### config.mk
export PLATFORM = sky130hd
export DESIGN_NAME = camera_pattern_gen
export DESIGN_NICKNAME = d
export VERILOG_FILES = /design/src/rtl/camera_pattern_gen.sv
export SDC_FILE = /design/constraint.sdc
export NUM_CORES = 1
export LEC_CHECK = 0
export ABC_AREA = 1
export CAP_MARGIN = 0
export CORE_UTILIZATION = 47
export CTS_BUF_LIST = sky130_fd_sc_hd__clkbuf_8
export CTS_CLUSTER_DIAMETER = 200
export DETAILED_ROUTE_END_ITERATION = 10
export HOLD_SLACK_MARGIN = 0.02
export PLACE_DENSITY = 0.79
export RECOVER_POWER = 25
export SLEW_MARGIN = 40
export SYNTH_ARGS = -nofsm -noshare
export SYNTH_HDL_FRONTEND = slang
export SYNTH_SLANG_ARGS = --single-unit
### constraint.sdc
create_clock -name clock -period 2.75 [get_ports clock]
set_input_delay 0.55 -clock clock [delete_from_list [all_inputs] [get_ports clock]]
set_output_delay 0.55 -clock clock [all_outputs]
set_load 0.05 [all_outputs]
### src/rtl/camera_pattern_gen.sv
// OV7670-style RGB565 test-pattern source (bars/gray/LFSR-or-bytecount/solid); CAMERA_PATTERN_LFSR_EN selects the LFSR.
// Latency: outputs registered 1 clock after counters; no backpressure (free-running pclk stream), CI answered same cycle.
module camera_pattern_gen #(
  parameter logic [7:0] customInstructionId = 8'd0,
  parameter int H_PIXELS    = 640,
  parameter int V_LINES     = 480,
  parameter int H_BLANK     = 144,
  parameter int VSYNC_LINES = 3,
  parameter int V_BACK      = 17,
  parameter int V_FRONT     = 10
) (
  input  logic        clock,
  input  logic        reset,
  input  logic        ciStart,
  input  logic        ciCke,
  input  logic [7:0]  ciN,
  input  logic [31:0] ciValueA,
  input  logic [31:0] ciValueB,
  output logic        ciDone,
  output logic [31:0] ciResult,
  output logic        hsync,
  output logic        vsync,
  output logic [7:0]  camData,
  output logic [15:0] frameCount
);

  localparam int LINE_LEN = 2 * H_PIXELS + H_BLANK;
  localparam int ACT_B    = 2 * H_PIXELS;
  localparam int BAR_W    = H_PIXELS / 8;

  typedef enum logic [2:0] {
    ST_IDLE   = 3'd0,
    ST_VSYNC  = 3'd1,
    ST_VBACK  = 3'd2,
    ST_ACTIVE = 3'd3,
    ST_VFRONT = 3'd4
  } state_t;

  state_t      state_q, state_d;
  logic [15:0] byte_cnt_q, byte_cnt_d;
  logic [11:0] line_cnt_q, line_cnt_d;
  logic [15:0] frame_cnt_q, frame_cnt_d;
  logic [7:0]  bar_pix_q, bar_pix_d;
  logic [2:0]  bar_idx_q, bar_idx_d;
  logic        run_q, hsync_q, vsync_q;
  logic [1:0]  pattern_q, pat_act_q;
  logic [15:0] solid_q;
  logic [7:0]  cam_q, cam_d;

  logic        is_my_ci, line_end, last_line, enter_vsync, frame_end;
  logic        active_byte, pixel_last;
  logic [2:0]  cmd;
  logic [7:0]  gray;
  logic [15:0] pixel;
  logic [7:0]  pix_byte;
  logic        unused_ci;

  assign is_my_ci  = ciStart & ciCke & (ciN == customInstructionId);
  assign cmd       = ciValueA[2:0];
  assign ciDone    = is_my_ci;
  assign unused_ci = ^{ciValueA[31:3], ciValueB[31:16]};

  always_comb begin
    ciResult = 32'd0;
    if (is_my_ci) begin
      case (cmd)
        3'd2:    ciResult = {13'd0, pat_act_q, run_q, 13'd0, state_q};
        3'd3:    ciResult = {16'd0, frame_cnt_q};
        default: ciResult = 32'd0;
      endcase
    end
  end

  assign line_end = (byte_cnt_q == 16'(LINE_LEN - 1));

  always_comb begin
    case (state_q)
      ST_VSYNC:  last_line = (line_cnt_q == 12'(VSYNC_LINES - 1));
      ST_VBACK:  last_line = (line_cnt_q == 12'(V_BACK - 1));
      ST_ACTIVE: last_line = (line_cnt_q == 12'(V_LINES - 1));
      ST_VFRONT: last_line = (line_cnt_q == 12'(V_FRONT - 1));
      default:   last_line = 1'b1;
    endcase
  end

  // Every state except IDLE advances only on the final clock of its final line period.
  always_comb begin
    state_d     = state_q;
    byte_cnt_d  = byte_cnt_q;
    line_cnt_d  = line_cnt_q;
    enter_vsync = 1'b0;
    frame_end   = 1'b0;
    if (state_q == ST_IDLE) begin
      byte_cnt_d = 16'd0;
      line_cnt_d = 12'd0;
      if (run_q) begin
        state_d     = ST_VSYNC;
        enter_vsync = 1'b1;
      end
    end else if (line_end) begin
      byte_cnt_d = 16'd0;
      if (last_line) begin
        line_cnt_d = 12'd0;
        case (state_q)
          ST_VSYNC:  state_d = ST_VBACK;
          ST_VBACK:  state_d = ST_ACTIVE;
          ST_ACTIVE: state_d = ST_VFRONT;
          ST_VFRONT: begin
            frame_end = 1'b1;
            if (run_q) begin
              state_d     = ST_VSYNC;
              enter_vsync = 1'b1;
            end else begin
              state_d = ST_IDLE;
            end
          end
          default:   state_d = ST_IDLE;
        endcase
      end else begin
        line_cnt_d = line_cnt_q + 12'd1;
      end
    end else begin
      byte_cnt_d = byte_cnt_q + 16'd1;
    end
  end

  assign frame_cnt_d = frame_end ? frame_cnt_q + 16'd1 : frame_cnt_q;
  assign active_byte = (state_q == ST_ACTIVE) && (byte_cnt_q < 16'(ACT_B));
  assign pixel_last  = active_byte && byte_cnt_q[0];

  // Bar position tracked by counters so bar width needs no divider.
  always_comb begin
    bar_pix_d = bar_pix_q;
    bar_idx_d = bar_idx_q;
    if (!active_byte) begin
      bar_pix_d = 8'd0;
      bar_idx_d = 3'd0;
    end else if (pixel_last) begin
      if (bar_pix_q == 8'(BAR_W - 1)) begin
        bar_pix_d = 8'd0;
        bar_idx_d = bar_idx_q + 3'd1;
      end else begin
        bar_pix_d = bar_pix_q + 8'd1;
      end
    end
  end

  assign gray = byte_cnt_q[8:1] + frame_cnt_q[7:0];

`ifdef CAMERA_PATTERN_LFSR_EN
  logic [15:0] lfsr_q, lfsr_d;
  always_comb begin
    lfsr_d = lfsr_q;
    if (enter_vsync)
      lfsr_d = 16'hACE1;
    else if (pixel_last)
      lfsr_d = {lfsr_q[0] ^ lfsr_q[2] ^ lfsr_q[3] ^ lfsr_q[5], lfsr_q[15:1]};
  end
  always_ff @(posedge clock or posedge reset) begin
    if (reset) lfsr_q <= 16'd0;
    else       lfsr_q <= lfsr_d;
  end
`endif

  always_comb begin
    pixel = 16'h0000;
    case (pat_act_q)
      2'd0: begin
        case (bar_idx_q)
          3'd0:    pixel = 16'hFFFF;
          3'd1:    pixel = 16'hFFE0;
          3'd2:    pixel = 16'h07FF;
          3'd3:    pixel = 16'h07E0;
          3'd4:    pixel = 16'hF81F;
          3'd5:    pixel = 16'hF800;
          3'd6:    pixel = 16'h001F;
          default: pixel = 16'h0000;
        endcase
      end
      2'd1:    pixel = {gray[7:3], gray[7:2], gray[7:3]};
`ifdef CAMERA_PATTERN_LFSR_EN
      2'd2:    pixel = lfsr_q;
`endif
      2'd3:    pixel = solid_q;
      default: pixel = 16'h0000;
    endcase
    pix_byte = byte_cnt_q[0] ? pixel[7:0] : pixel[15:8];
`ifndef CAMERA_PATTERN_LFSR_EN
    if (pat_act_q == 2'd2) pix_byte = byte_cnt_q[7:0];
`endif
    cam_d = active_byte ? pix_byte : 8'd0;
  end

  always_ff @(posedge clock or posedge reset) begin
    if (reset) begin
      state_q     <= ST_IDLE;
      byte_cnt_q  <= 16'd0;
      line_cnt_q  <= 12'd0;
      frame_cnt_q <= 16'd0;
      bar_pix_q   <= 8'd0;
      bar_idx_q   <= 3'd0;
      run_q       <= 1'b0;
      pattern_q   <= 2'd0;
      pat_act_q   <= 2'd0;
      solid_q     <= 16'h0000;
      hsync_q     <= 1'b0;
      vsync_q     <= 1'b0;
      cam_q       <= 8'd0;
    end else begin
      state_q     <= state_d;
      byte_cnt_q  <= byte_cnt_d;
      line_cnt_q  <= line_cnt_d;
      frame_cnt_q <= frame_cnt_d;
      bar_pix_q   <= bar_pix_d;
      bar_idx_q   <= bar_idx_d;
      hsync_q     <= active_byte;
      vsync_q     <= (state_q == ST_VSYNC);
      cam_q       <= cam_d;
      if (enter_vsync) pat_act_q <= pattern_q;
      if (is_my_ci && cmd == 3'd0) begin
        run_q     <= ciValueB[0];
        pattern_q <= ciValueB[2:1];
      end
      if (is_my_ci && cmd == 3'd1) solid_q <= ciValueB[15:0];
    end
  end

  assign hsync      = hsync_q;
  assign vsync      = vsync_q;
  assign camData    = cam_q;
  assign frameCount = frame_cnt_q;

endmodule
==> results.toml <==
[outcome]
status = "complete, but fails checks"
violations = "design-rule violations"

[critical_path]
worstSetupStartpointType = "primary input"
critPathMaxFanout = 15
endpoint_kind = "output pin"
required_ns = 2.20
path_common_cell = "buf_12"
slowest_delay_ns = 0.41
path_class = "in2out"
crit_buf_inv = 4
slowest_stage = "clkdlybuf4s50_1"
cp.arrival_ns = 2.06
critPathTopFamily = "buffers and inverters"
crit_chain = "clkdlybuf4s50_1 > nor2_1 > nand4_1 > nor2_4 > inv_1 > buf_12 > nor3_1 > buf_12"

[synth]
ys_types = 42
synth_seq_area_share_pct = 39.83
yosysWarnings = 0
synth_top_area_share_pct = 39.83
ys_top_cells_by_area = "dfrtp_1, nand2_1, inv_1"
yosys.area.top_type = "dfrtp_1"
syn_avg_cell_area_um2 = 7.587
synthCells = 737
synth_area_um2 = 5592
ys_ff_latch = 89

[die]
die_h_um = 111.1
die_w_um = 111.1
ioPinCount = 135
start_util_pct = 48.55
die-area_um2 = 12340
core_area_um2 = 11520
rows = 39

[grt]
grt-busiest-layer = "met2"
grt.met3_usage_pct = 2.515
grt_max_degree = 32
antenna_found_initial = 0
grt.met2_usage_pct = 36.60
grt_pass1_wl_mm = 21.52
grt_use_met1_pct = 27.46
grt_pass1_vias = 4717
grt_use_total_pct = 21.22
grt-ovfl-total = 0

[power_and_ir_drop]
leakage_uw = 0.003199
p_per_area_nw_per_um2 = 516.8
ir_worst_vdd_v = 0.0002727

[cells_and_area]
final_common_cell = "nand2_1"
syn_to_final_growth_pct = 24.79
layout-drive-gt1-share_pct = 14.56
layout_common_cells = "nand2_1, inv_1, dfrtp_1, nor2_1, clkdlybuf4s50_1"
instances_no_fill = 967
diodes = 0
final_area_um2 = 6978
fin_nets = 910

[clock_network]
cts_resized = 0
cts_buffer_depth = 2
cts_buffers = 9
cts_tree = "yes"
cts.clk_slew.worst_paths_ns = 0.09
clock-sinks = 89
htreeDepth = 3
post_cts_buffers = 0
holdBufCountCts = 0
clock_latency_ns = 0.36
clock-root-buffer = "clkbuf_8"

[timing]
worstMarginPinSlew_ns = 1.091
drv_slew = 0
finalCriticalPeriod_ns = 2.608
fin_skew_ns = 0.006440
fmax_mhz = 383.4
fin_crit_sh_pct = 94.85
final-hold-violation-count = 0
grt_setup_unrepaired = "no"
setup-tns-final_ns = 0
relSlewSlack_pct = 26.84
setup_viol = 0

[route]
num_vias = 5037
wl_per_cell_um = 12.86
drc = 18
drt_iter0_drc = 300
firstDrtPassIters = 8
drt_wl_total_mm = 12.44
ant_nets = 0
viasPerCell = 5.209

[placement]
hpwl_mm = 9.517
port_buffers = 76
dp.cells = 951
placed_area_um2 = 6807
gp_congestion = 0.9098

[min_path]
hold_class = "reg2reg"

[flow_run]
cap_violations = 0
[per-layer routing]
metal	vias up	wire length, um
li1	2516	-
met2	164	6109
met5	-	0
met4	0	136
met3	15	636
met1	2342	5554
[worst register-to-register path, cell delays in order (launching register included)]
cell,delay (ns)
dfrtp_1,0.45
inv_1,0.22
nand3_4,0.18
nand3_1,0.12
nand2_1,0.07
nor2_2,0.13
nand2_2,0.07
nand2_4,0.10
nand3_4,0.39
nand2_1,0.24
o21ai_2,0.07
[sequential cells by signal, indices dropped and copies added (netlist names), 2 cells and up]
| signal | flops |
|---|---|
| byte_cnt_q | 16 |
| frameCount | 16 |
| solid_q | 16 |
| line_cnt_q | 12 |
| bar_pix_q | 8 |
| camData | 8 |
| bar_idx_q | 3 |
| state_q | 3 |
| pat_act_q | 2 |
| pattern_q | 2 |
[logic make-up (layout without fill, tap and decap cells)]
family | Yosys count | in the layout | synth area share (%)
AO/OA/AOI/OAI | 118 | 118 | 12.40
XOR/XNOR | 23 | 23 | 3.603
adder cells (fa/ha/maj) | 15 | 15 | 3.356
buffers and inverters | 147 | 222 | 11.32
flip-flops | 89 | 89 | 39.83
multiplexers | 10 | 10 | 2.014
other | 1 | 13 | 0.06706
AND/OR/NAND/NOR | 334 | 334 | 27.41
[through the flow]
step	util, %	setup slack [ns]	total power, uW	hold slack, ns
after floorplan	-	-0.1874	2390	0.4422
after global placement	59.10	0.1718	2674	0.4645
after detailed placement	59.10	0.1417	2695	0.4618
after CTS	60.88	0.1342	3638	0.4827
after global routing	60.59	0.01609	3845	0.5109
final	60.59	0.1416	3606	0.4762
[synth_stat cells (all sizes together)]
master / instances
nand2: 162
clkbuf: 5
nand3: 44
inv: 117
nor4: 1
and3: 2
xnor2: 2
nand4: 14
o21a: 1
or2: 1
nor3b: 2
and2: 1
conb: 1
nor2: 68
dfrtp: 89
buf: 23
ha: 15
a21boi: 2
xor2: 21
o31ai: 3
mux2: 10
clkinv: 2
nand3b: 3
a21oi: 43
o22ai: 5
a31oi: 2
o211ai: 3
nor3: 36
o21ai: 59
[cell type report]
| type | count | area [um^2] |
|---|---|---|
| tap | 143 | 178.9 |
| timing repair buffer | 87 | 1051 |
| clock buffer | 10 | 137.6 |
| multi-input combinational | 513 | 2868 |
| inverter | 119 | 449.2 |
| fill | 991 | 4538 |
| sequential | 89 | 2227 |
| clock inverter | 6 | 66.31 |
[worst paths after layout]
check	end	slack, ns	cells past startpoint	start
setup reg to reg	frameCount[2]$_DFFE_PP0P_	0.59	10	state_q[2]$_DFFE_PP0P_
setup / recovery	ciResult[7]	0.14	8	ciN[3]
min in group asynchronous	frameCount[6]$_DFFE_PP0P_	0.84	2	reset
hold reg to reg	pat_act_q[1]$_DFFE_PP0P_	0.48	2	pattern_q[1]$_DFFE_PP0P_
hold / removal	pat_act_q[1]$_DFFE_PP0P_	0.48	2	pattern_q[1]$_DFFE_PP0P_
max in group asynchronous	bar_idx_q[1]$_DFFE_PP0P_	0.74	3	reset
[power by group]
group / switching, uW / total (uW) / internal, uW
registers: 85.3 / 1470 / 1390
clock network: 494 / 943 / 449
logic: 819 / 1190 / 371
total: 1400 / 3610 / 2210
Note: power is estimated with default switching activity, not from simulation.
